<file path="src/rtl/bram_read_pipe.sv">
// bram_read_pipe: read-request front end for BRAM port B (read-only).
// Drives port B enable/address/regce to match the BRAM's two-stage read,
// and captures returned words into a response FIFO. The pipeline only accepts
// a request when there is a free credit, so downstream backpressure never drops data.
// Optional feature macro: BRAM_READ_PIPE_BYPASS_EN. When it is defined, a word
// arriving while the FIFO is empty and resp_ready=1 goes straight to the
// response port, which gives 2-cycle latency.
module bram_read_pipe #(
    parameter int unsigned RAM_WIDTH  = 18,
    parameter int unsigned RAM_DEPTH  = 1024,
    parameter int unsigned FIFO_DEPTH = 4,
    localparam int unsigned ADDR_W    = $clog2(RAM_DEPTH),
    localparam int unsigned OCC_W     = $clog2(FIFO_DEPTH + 1) + 1
) (
    input  logic                 clock,
    input  logic                 reset,
    input  logic                 req_valid,
    output logic                 req_ready,
    input  logic [ADDR_W-1:0]    req_addr,
    output logic                 resp_valid,
    input  logic                 resp_ready,
    output logic [RAM_WIDTH-1:0] resp_data,
    output logic                 bram_en,
    output logic [ADDR_W-1:0]    bram_addr,
    output logic                 bram_regce,
    input  logic [RAM_WIDTH-1:0] bram_dout,
    output logic [OCC_W-1:0]     occupancy
);

    localparam int unsigned FIFO_AW = $clog2(FIFO_DEPTH);
    localparam int unsigned PTR_W   = FIFO_AW + 1;

    logic                 s1_q, s1_d;
    logic                 s2_q, s2_d;
    logic [ADDR_W-1:0]    bram_addr_q, bram_addr_d;
    logic [PTR_W-1:0]     wr_ptr_q, wr_ptr_d;
    logic [PTR_W-1:0]     rd_ptr_q, rd_ptr_d;
    logic [RAM_WIDTH-1:0] fifo_mem_q [FIFO_DEPTH];

    logic [PTR_W-1:0]     fifo_count;
    logic [OCC_W-1:0]     occ;
    logic                 fifo_empty;
    logic                 fifo_full;
    logic                 accept;
    logic                 push;
    logic                 pop;
    logic                 bypass;

    // Credit accounting, request side and BRAM port B drive
    always_comb begin
        fifo_count  = wr_ptr_q - rd_ptr_q;
        fifo_empty  = (wr_ptr_q == rd_ptr_q);
        fifo_full   = (fifo_count == PTR_W'(FIFO_DEPTH));
        occ         = OCC_W'(s1_q) + OCC_W'(s2_q) + OCC_W'(fifo_count);
        occupancy   = occ;
        req_ready   = !reset && (occ < OCC_W'(FIFO_DEPTH));
        accept      = req_valid && req_ready;
        bram_en     = accept;
        bram_addr   = accept ? req_addr : bram_addr_q;
        bram_regce  = s1_q;
        bram_addr_d = bram_addr;
        s1_d        = accept;
        s2_d        = s1_q;
    end

    // Response side: FIFO head (or, with bypass, the word arriving this cycle)
    always_comb begin
`ifdef BRAM_READ_PIPE_BYPASS_EN
        bypass     = s2_q && fifo_empty && resp_ready;
        resp_valid = !fifo_empty || bypass;
        resp_data  = fifo_empty ? bram_dout : fifo_mem_q[rd_ptr_q[FIFO_AW-1:0]];
`else
        bypass     = 1'b0;
        resp_valid = !fifo_empty;
        resp_data  = fifo_mem_q[rd_ptr_q[FIFO_AW-1:0]];
`endif
        push     = s2_q && !bypass;
        pop      = !fifo_empty && resp_ready;
        wr_ptr_d = wr_ptr_q + PTR_W'(push);
        rd_ptr_d = rd_ptr_q + PTR_W'(pop);
    end

    // Pipeline stage valids, held address and FIFO pointers
    always_ff @(posedge clock) begin
        if (reset) begin
            s1_q        <= 1'b0;
            s2_q        <= 1'b0;
            bram_addr_q <= '0;
            wr_ptr_q    <= '0;
            rd_ptr_q    <= '0;
        end else begin
            s1_q        <= s1_d;
            s2_q        <= s2_d;
            bram_addr_q <= bram_addr_d;
            wr_ptr_q    <= wr_ptr_d;
            rd_ptr_q    <= rd_ptr_d;
        end
    end

    // FIFO storage; cleared on reset so resp_data reads zero afterwards
    always_ff @(posedge clock) begin
        if (reset) begin
            for (int unsigned i = 0; i < FIFO_DEPTH; i++) begin
                fifo_mem_q[i] <= '0;
            end
        end else if (push) begin
            fifo_mem_q[wr_ptr_q[FIFO_AW-1:0]] <= bram_dout;
        end
    end

    // Credits guarantee a push never lands on a full FIFO
    assert property (@(posedge clock) disable iff (reset) !(push && fifo_full))
        else $error("bram_read_pipe: response FIFO overflow");

endmodule

</file>
<file path="config.mk">
export PLATFORM = sky130hd
export DESIGN_NAME = bram_read_pipe
export DESIGN_NICKNAME = d
export VERILOG_FILES = /design/src/rtl/bram_read_pipe.sv
export SDC_FILE = /design/constraint.sdc
export NUM_CORES = 1
export LEC_CHECK = 0
export CORE_MARGIN = 2
export CORE_UTILIZATION = 41
export DETAILED_ROUTE_END_ITERATION = 8
export MAX_ROUTING_LAYER = met4
export PLACE_DENSITY = 0.71
export REMOVE_ABC_BUFFERS = 1
export SETUP_SLACK_MARGIN = 0.02
export SLEW_MARGIN = 0
export SYNTH_ARGS = -nofsm -noshare
export SYNTH_HDL_FRONTEND = slang
export SYNTH_SLANG_ARGS = --single-unit
</file>
<file path="constraint.sdc">
create_clock -name clock -period 5.8 [get_ports clock]
set_clock_uncertainty 0.2 [all_clocks]
set_input_delay 0.87 -clock clock [delete_from_list [all_inputs] [get_ports clock]]
set_output_delay 0.87 -clock clock [all_outputs]
set_load 0.005 [all_outputs]
</file>
==> metrics.txt <==
DRC 0; I/O Buffers 67; core box area 0.00986 mm2; peak supply drop 0.000111 V; post-synthesis compound-gate area fraction 4.68%; cell taking the most area after synthesis edfxtp_1; wire length on met2 4140 um; Final Util 52.9%; vias 2425; Worst EP arrival 3530 ps; Critical Path, Cell by Cell inv_1 -> ha_1 -> inv_1 -> fa_1 -> ha_1 -> or2_0 -> a21oi_2 -> mux2_2 -> clkdlybuf4s50_1; Hold Crit Depth 2; DRT Pass-1 Iters 4; GRT Util Overall 16.6%; CP Capture Type output pin; site row count 36; hold buffers post-CTS 0; CTS Buf Count 9; Worst Setup Start Kind flip-flop; uppermost layer routed met4; vias in the first global route 2562; WL met3 349 um; largest net degree at the start of global routing 27; Simple-Gate Fraction of Synth Area 15.1%; H-tree depth 3; clock-pin slew on the worst setup and hold paths 80 ps; CTS Buffer Depth 2; GRT overflow 0; post-synthesis adder-cell area fraction 3.04%; crit-path max FO 11; Slew headroom 54.6%; Chip Height 105 um; Setup Crit Path Kind reg -> out; Min-Delay Path Class reg -> reg; maximum clock rate 218 MHz; CP max-delay cell a21oi_2; dpl hpwl 5300 um; setup TNS 0 ps; Post-Syn Area 0.00420 mm2; fin nets 393; yosys warns 0; PD cells 271 mW/mm2; layout cells sized above 1 18.5%; die area 0.0111 mm2; Yosys reg bits 90; largest family of logic cells by synthesized area simple AND/OR/NAND/NOR gates; multiplexer share of the synthesized area 12.3%; final worst path period share 79.3%; cell count of the worst reg-to-reg path 8; Post-Synth XOR/XNOR Area 1.37%; Ant. Diodes 0; status finished clean; area grow syn2layout 24.4%; met1 wire length 3780 um; number of routed nets with antenna violations 0; post-CTS sizing 0; RSZ-0062 raised after global routing no; DRT Wirelength 8360 um; Final Max Tran Viols 0; crit path time final 4600 ps; Avg Synthesized Cell Area 14.8 um2; Netlist cell types 30; max cap viols 0; DR iter-0 viols 103; Initial Utilization 42.5%; global-route wire length before repair 13600 um; share of the synthesized area in the top cell type 51.5%; Clock Latency Late Sink 340 ps; GPL Wtd Cong 0.755; WL/cell 17.1 um; post-CTS setup buffer count 0; Vias/cell 4.95; Pleak 1.92 nW; Clock Sink Count 90; CTS tree done; Ports 68; Seq/Total Area, Yosys 60.1%; Crit path required time 4730 ps; Worst Max-Slew Pin Slew 680 ps; initial antenna violation count 0; Mapped Cells 284; clk root buf clkbuf_8; endpoints failing setup 0; CP max stage delay 550 ps; Hold Vio Cnt, Final 0; dominant cells by area after synthesis edfxtp_1 (52%), and2_1 (11%), mux4_2 (9.7%); die width 105 um
per-layer routing:
layer | vias to the layer above | global-route usage (%)
met2 | 63 | 27.1
met5 | - | -
li1 | 1157 | -
met1 | 1198 | 21.1
met4 | 0 | 4.57
met3 | 7 | 3.49
kinds of logic after synthesis:
family | count (synthesis)
AND/OR/NAND/NOR | 103
flip-flops | 90
buffers and inverters | 33
multiplexers | 28
AO/OA/AOI/OAI | 16
adder cells (fa/ha/maj) | 9
XOR/XNOR | 5
cell type report:
class / count / area (um2)
Multi-Input combinational cell: 161 / 1540
Clock buffer: 13 / 191
Inverter: 17 / 63.8
Tap cell: 133 / 166
Fill cell: 798 / 4640
Sequential cell: 90 / 2520
Timing Repair Buffer: 73 / 716
Clock inverter: 3 / 17.5
worst max-delay path: cells and delay by family, from the launching register on:
| family | cells | cell delay, ps |
|---|---|---|
| mux | 1 | 400 |
| flops | 1 | 390 |
| fa+ha+maj | 3 | 890 |
| buf+inv | 3 | 630 |
| compound gates | 1 | 550 |
| simple gates | 1 | 330 |
cells in the mapped netlist, drive strengths merged:
master,count
and3,1
edfxtp,72
nor4,2
fa,2
a221oi,10
inv,17
buf,7
dfxtp,18
nand2b,2
a21oi,3
nor2b,15
xnor2,3
ha,7
xnor3,1
mux2,10
a31o,2
mux4,18
xor2,1
a21bo,1
clkbuf,9
nand3,2
nor2,4
or2,3
and2,73
nand2,1
layout by cell type, fill, tap and decap left out, types with 2 or more instances in the layout:
cell type,n
clkdlybuf4s50_1,67
buf_4,6
nor2b_1,15
nand2b_1,2
nor4_2,2
ha_1,7
fa_1,2
inv_1,17
clkinv_2,2
dfxtp_1,18
and2_1,73
clkbuf_8,10
or2_2,2
edfxtp_1,72
a31o_2,2
mux4_2,18
a21oi_1,2
a221oi_2,10
nor2_1,4
mux2_2,9
clkbuf_16,2
xnor2_1,3
nand3_1,2
state kept, by name, indices dropped and copies added, names as in the netlist:
signal,cells
fifo_mem_q,72
bram_addr_q,10
rd_ptr_q,3
wr_ptr_q,3
bram_regce,1
push,1
report_power, final:
part / switching [mW] / total [mW] / internal, mW / leakage [nW]
Clock: 0.214 / 0.432 / 0.219 / 0.106
Sequential: 0.0124 / 0.741 / 0.728 / 0.892
Combinational: 0.101 / 0.242 / 0.141 / 0.917
worst paths after layout:
path	from	end	slack, ps
min reg2reg	bram_addr_q[2]	bram_addr_q[2]	270
max reg2reg	wr_ptr_q[0]	bram_addr_q[1]	3000
max	wr_ptr_q[0]	bram_addr[5]	1200
min	bram_addr_q[2]	bram_addr_q[2]	270
per-stage QoR:
step	std cells	worst slack, ps	cell area [um2]	power [mW]	hold WS [ps]
4_1_cts	490	1190	5220	1.43	275
2_1_floorplan	268	1590	4120	0.869	230
3_3_place_gp	474	1640	5010	0.998	255
3_5_place_dp	474	1590	5010	1.00	261
5_1_grt	490	989	5220	1.47	288
6_report	490	1200	5220	1.41	270
No activity file was read; power rests on OpenSTA's default activity.
==> variant 1 (config.mk and constraints unchanged) <==
Set the parameter `RAM_WIDTH` to 20 (it was 18).
--- a/src/rtl/bram_read_pipe.sv
+++ b/src/rtl/bram_read_pipe.sv
@@ -7,5 +7,5 @@
 // response port, which gives 2-cycle latency.
 module bram_read_pipe #(
-    parameter int unsigned RAM_WIDTH  = 18,
+    parameter int unsigned RAM_WIDTH  = 20,
     parameter int unsigned RAM_DEPTH  = 1024,
     parameter int unsigned FIFO_DEPTH = 4,
Interface: changed (resized bram_dout and resp_data); port bits go from 68 to 72. The function was not compared with the original's and may differ.
==> variant 1 against the original RTL <==
Cell area increased by 7.9%. Sequential power increased by 8.9%. Largest cell class unchanged. Total power rose by 12%. Clock power rose by 22%. Utilization shrank 0.94 points. Sequential cell count rose by 8. Setup slack worse by 0.051 ns. Routed wire length is 5.1% higher. Count of clock-buffer cells in the layout is 4 lower. Area after synthesis rose by 8.2%. Synthesized cell count up 7.4%.
==> variant 1: results (changes against the original RTL) <==
- Status: completed
- Initial antenna violation count: 0 (unchanged)
- Synth area leaders: edfxtp_1, and2_1, mux4_2
- Synth cell types: 30 (unchanged)
- CP Max Fanout: 11 (unchanged)
- Clk root buf: clkbuf_8
- Hold crit path type: reg -> reg
- Peak supply drop: 0.118 mV (+6.6%)
- Top flop regs: fifo_mem_q x80, bram_addr_q x10
- Via Count: 2590 (+6.8%)
- Placed Instances: 503 (+6.1%)
- Number of synthesized flops with an enable pin: 80 (+11%)
- CTS clock-pin slew for the worst setup and hold paths: 0.10 ns (+0.02 ns)
- Slowest cell delay on critical path: 0.54 ns
- GPL Wtd Cong: 0.726 (-3.9%)
- Post-Synthesis Cells: 305 (+7.4%)
- Ys async rst share: 0 (unchanged)
- Htree depth: 3 (unchanged)
- Layout net count: 417 (+6.1%)
- Worst Hold Depth: 2 (unchanged)
- Avg WL per Cell: 16.9 um (-0.75%)
- Diodes inserted: 0 (unchanged)
- Post-CTS Resized: 0 (unchanged)
- Setup bufs post-CTS: 0 (unchanged)
- CTS Hold Bufs: 0 (unchanged)
- Dpl hpwl: 5270 um (-0.60%)
- Detailed Route Iter0 Violations: 191 (+85%)
- Ys Warns: 0 (unchanged)
- Largest delay share family, worst path: adder cells
- CTS max path bufs: 2 (unchanged)
- Pin count of the biggest net entering global routing: 27 (unchanged)
- Vias in the first global route: 2588 (+1.0%)
- Critical Path AT: 3.58 ns (+0.05 ns)
- Share of layout cells above drive strength 1: 0.177 (-0.00809)
- R2R cell count: 8 (unchanged)
- Drt pass-1 iters: 4 (unchanged)
- Setup tns final: 0 ns (unchanged)
- Commonest cells post-synth: and2_1, edfxtp_1, mux4_2
- Cell taking the most area after synthesis: edfxtp_1
- Gr usage total: 0.159 (-0.00708)
- IO Port Bufs: 71 (+6.0%)
- First-pass GRT wire length: 13400 um (-1.3%)
- Register area share after synthesis: 0.608 (+0.00736)
- TritonCTS clock tree: yes
- Clk_lat worst skew: 0.36 ns (+0.02 ns)
- Non-filler cells, final: 519 (+5.9%)
- Sw frac: 0.225 (-0.00593)
- Leakage: 2.06 nW (+7.6%)
- Slew at the pin with the worst max-slew slack: 0.797 ns (+0.117 ns)
- TritonCTS Buffers: 9 (unchanged)
- Slowest CP cell: a21oi_2
[variant 1: changes by cell type in the layout (fill, tap and decap cells not counted), sizes merged]
cell,change
and2,+8
edfxtp,+8
clkdlybuf4s50,+4
mux4,+2
clkinvlp,-1
clkinv,+1
bufinv,+3
clkbuf,-4
inv,+1
[variant 1: worst paths after layout]
path	start	to	slack [ns]
min	bram_addr_q[5]	bram_addr_q[5]	0.27
max	wr_ptr_q[0]	bram_addr[3]	1.15
max reg2reg	wr_ptr_q[0]	bram_addr_q[0]	2.97
min reg2reg	bram_addr_q[5]	bram_addr_q[5]	0.27
[variant 1: tightest hold or removal path, delay by kind of cell (launching register included)]
family | cells | cell delay [ns]
AOI/OAI and AO/OA | 1 | 0.05
buffers and inverters | 1 | 0.06
DFF | 1 | 0.32
[variant 1: cell type report]
cell class,count,area [um^2]
multi-input cells,171,1640
clock buffers,9,124
well taps,140,175
fillers,905,5200
clock inverters,7,115
flip-flops and latches,98,2760
inverters,17,63.8
repair buffers,77,756
[variant 1: layer usage]
layer	track usage	part of all wire	up-vias
met1	0.199	0.44	1272
met4	0.0615	0.012	0
li1	-	-	1233
met5	-	0	-
met2	0.255	0.48	76
met3	0.0329	0.060	9
[variant 1: cell families (layout without fill, tap and decap cells)]
group                      count (synthesis)  in the layout  synth area share
buffers and inverters                     36            110            0.0333
and+or+nand+nor                          111            111             0.150
DFF                                       98             98             0.608
AOI/OAI and AO/OA                         16             16            0.0433
muxes                                     30             30             0.124
xor gates and xnor gates                   5              5            0.0127
adders and majority gates                  9              9            0.0281
[variant 1: power groups by stage]
| stage | Sequential [W] | Combinational, W | Clock, W |
|---|---|---|---|
| detailed placement | 0.000823 | 0.000257 | 0 |
| floorplan | 0.000828 | 0.000115 | 0 |
| global route | 0.000811 | 0.000276 | 0.000561 |
| global placement | 0.000822 | 0.000254 | 0 |
| finish | 0.000807 | 0.000254 | 0.000525 |
| CTS | 0.000807 | 0.000259 | 0.000534 |
[variant 1: stage by stage]
stage / setup slack [ns] / power [W] / hold slack (ns) / area [um^2]
6_report: 1.15 / 0.00159 / 0.267 / 5640
5_1_grt: 0.987 / 0.00165 / 0.283 / 5640
4_1_cts: 1.17 / 0.00160 / 0.273 / 5640
3_5_place_dp: 1.60 / 0.00108 / 0.257 / 5400
3_3_place_gp: 1.67 / 0.00108 / 0.256 / 5400
2_1_floorplan: 1.51 / 0.000943 / 0.230 / 4450
==> variant 2 (same flow settings) <==
Without the edit above. Make the reset (`reset`) asynchronous in 2 clocked blocks.
--- a/src/rtl/bram_read_pipe.sv
+++ b/src/rtl/bram_read_pipe.sv
@@ -82,5 +82,5 @@
 
     // Pipeline stage valids, held address and FIFO pointers
-    always_ff @(posedge clock) begin
+    always_ff @(posedge clock or posedge reset) begin
         if (reset) begin
             s1_q        <= 1'b0;
@@ -99,5 +99,5 @@
 
     // FIFO storage; cleared on reset so resp_data reads zero afterwards
-    always_ff @(posedge clock) begin
+    always_ff @(posedge clock or posedge reset) begin
         if (reset) begin
             for (int unsigned i = 0; i < FIFO_DEPTH; i++) begin
Check against the original RTL: differs if reset is asserted again (counterexample within 4 cycles, from zero or initial values and one cycle with reset high); with reset held inactive, the same outputs for 10 cycles.
==> variant 2 against the original RTL <==
Count of clock-buffer cells in the layout down 4. Hold slack worse by 0.060 ns. Setup slack better by 0.30 ns. Routed wire length down 13%. First-iteration DRC count down 46%. Sequential cell count unchanged. Cell area down 4.4%. Area after synthesis down 5.2%.
Power is not compared: it rests on default switching activity, and its combinational part moved more than twofold at a synthesized area within 25%.
==> variant 2: results (changes against the original RTL) <==
- Crit path kind: reg -> out
- Register area share after synthesis: 0.566 (-0.0349)
- GPL Wtd Cong: 0.671 (-11%)
- Critical Path AT: 3.22 ns (-0.31 ns)
- Pin count of the biggest net entering global routing: 80 (+200%)
- Dpl hpwl: 4620 um (-13%)
- CTS max path bufs: 2 (unchanged)
- Detailed Route Iter0 Violations: 56 (-46%)
- Synth area leaders: dfrtp_1, mux2_2, mux4_2
- CP Max Fanout: 12 (+1)
- Gr usage total: 0.158 (-0.00814)
- Residual DRC: 0 (unchanged)
- Mean Syn Cell Area: 16.8 um^2 (+14%)
- TritonCTS Buffers: 9 (unchanged)
- Placed Instances: 427 (-9.9%)
- Status: completed
- Peak supply drop: 0.309 mV
- Share of layout cells above drive strength 1: 0.398 (+0.213)
- Post-CTS Resized: 0 (unchanged)
- Initial antenna violation count: 0 (unchanged)
- Leakage: 2.09 nW
- IO Port Bufs: 67 (unchanged)
- Vias in the first global route: 2432 (-5.1%)
- Ys Warns: 0 (unchanged)
- Top flop regs: fifo_mem_q x72, bram_addr_q x10
- Clk root buf: clkbuf_8
- Filler instances: 807 (+1.1%)
- Avg WL per Cell: 16.3 um (-4.2%)
- Total Routed Length: 7240 um (-13%)
- Commonest cells post-synth: dfrtp_1, mux2_2, mux4_2
- Synth cell types: 26 (-13%)
- Worst rel slew slack: 0.275 (-0.271)
- Setup bufs post-CTS: 0 (unchanged)
- Number of synthesized flops with an enable pin: 0 (-100%)
- Layout net count: 350 (-11%)
- Diodes inserted: 0 (unchanged)
- CTS clock-pin slew for the worst setup and hold paths: 0.09 ns
- Hold crit path type: reg -> reg
- Flop-to-flop setup slack: 3.06 ns (+0.06 ns)
- Ys async rst share: 1.00 (+1.00)
- Vias/cell: 5.07 (+2.5%)
- Htree depth: 3 (unchanged)
- Drt pass-1 iters: 4 (unchanged)
- Clk_lat worst skew: 0.35 ns
- First-pass GRT wire length: 12100 um (-11%)
-- variant 2: cells by family (layout without fill, tap and decap cells) --
| group | count (synthesis) | count (layout) | share of synthesized area |
|---|---|---|---|
| muxes | 101 | 101 | 0.345 |
| and+or+nand+nor | 13 | 13 | 0.0189 |
| buffers and inverters | 18 | 95 | 0.0217 |
| AOI/OAI and AO/OA | 1 | 1 | 0.00126 |
| adders and majority gates | 9 | 9 | 0.0321 |
| DFF | 90 | 90 | 0.566 |
| xor gates and xnor gates | 5 | 5 | 0.0148 |
-- variant 2: worst max-delay path, cell delays in order (launching register included) --
cell	delay [ns]
dfrtp_1	0.44
inv_1	0.09
ha_1	0.20
inv_1	0.06
fa_1	0.44
ha_1	0.28
nor2_1	0.12
nand2_1	0.06
mux2i_1	0.12
buf_4	0.25
mux2_2	0.37
clkdlybuf4s50_1	0.45
-- variant 2: path summary, 6_finish.rpt --
kind                        startpoint        endpoint  cells past startpoint
min                         bram_regce            push                      0
max reg2reg                wr_ptr_q[0]  bram_addr_q[9]                     10
min reg2reg                 bram_regce            push                      0
min in group asynchronous        reset      bram_regce                      2
max                        wr_ptr_q[0]    bram_addr[9]                     11
max in group asynchronous        reset  fifo_mem_q[64]                      3
-- variant 2: where the power goes --
part | switching [W] | leakage [nW] | internal (W)
clock | 0.000223 | 0.0962 | 0.000202
sequential | 0.000155 | 1.06 | 0.000944
combinational | 0.000491 | 0.930 | 0.000986
-- variant 2: routing by layer --
metal	GRT usage	wire (um)	vias to the layer above	share of wire
met5	-	0	-	0
met4	0.0369	43	0	0.0059
met3	0.0522	358	7	0.049
met2	0.240	3410	59	0.47
met1	0.208	3430	1166	0.47
li1	-	-	1016	-
-- variant 2: final cells by class --
type                       count  area share
clock inverter                 7      0.0153
multi-input combinational    129       0.330
tap                          129      0.0323
clock buffer                   9      0.0248
inverter                       8     0.00627
sequential                    90       0.451
timing repair buffer          71       0.140
-- variant 2: metrics by stage --
stage	area, um^2	utilization	power (W)	hold slack [ns]	setup slack, ns
floorplan	3920	-	0.00192	0.196	0.315
global placement	4790	0.514	0.00258	0.190	1.88
detailed placement	4790	0.514	0.00261	0.193	1.87
CTS	4990	0.535	0.00305	0.219	1.46
global route	4990	0.535	0.00323	0.225	1.35
finish	4990	0.535	0.00300	0.210	1.51
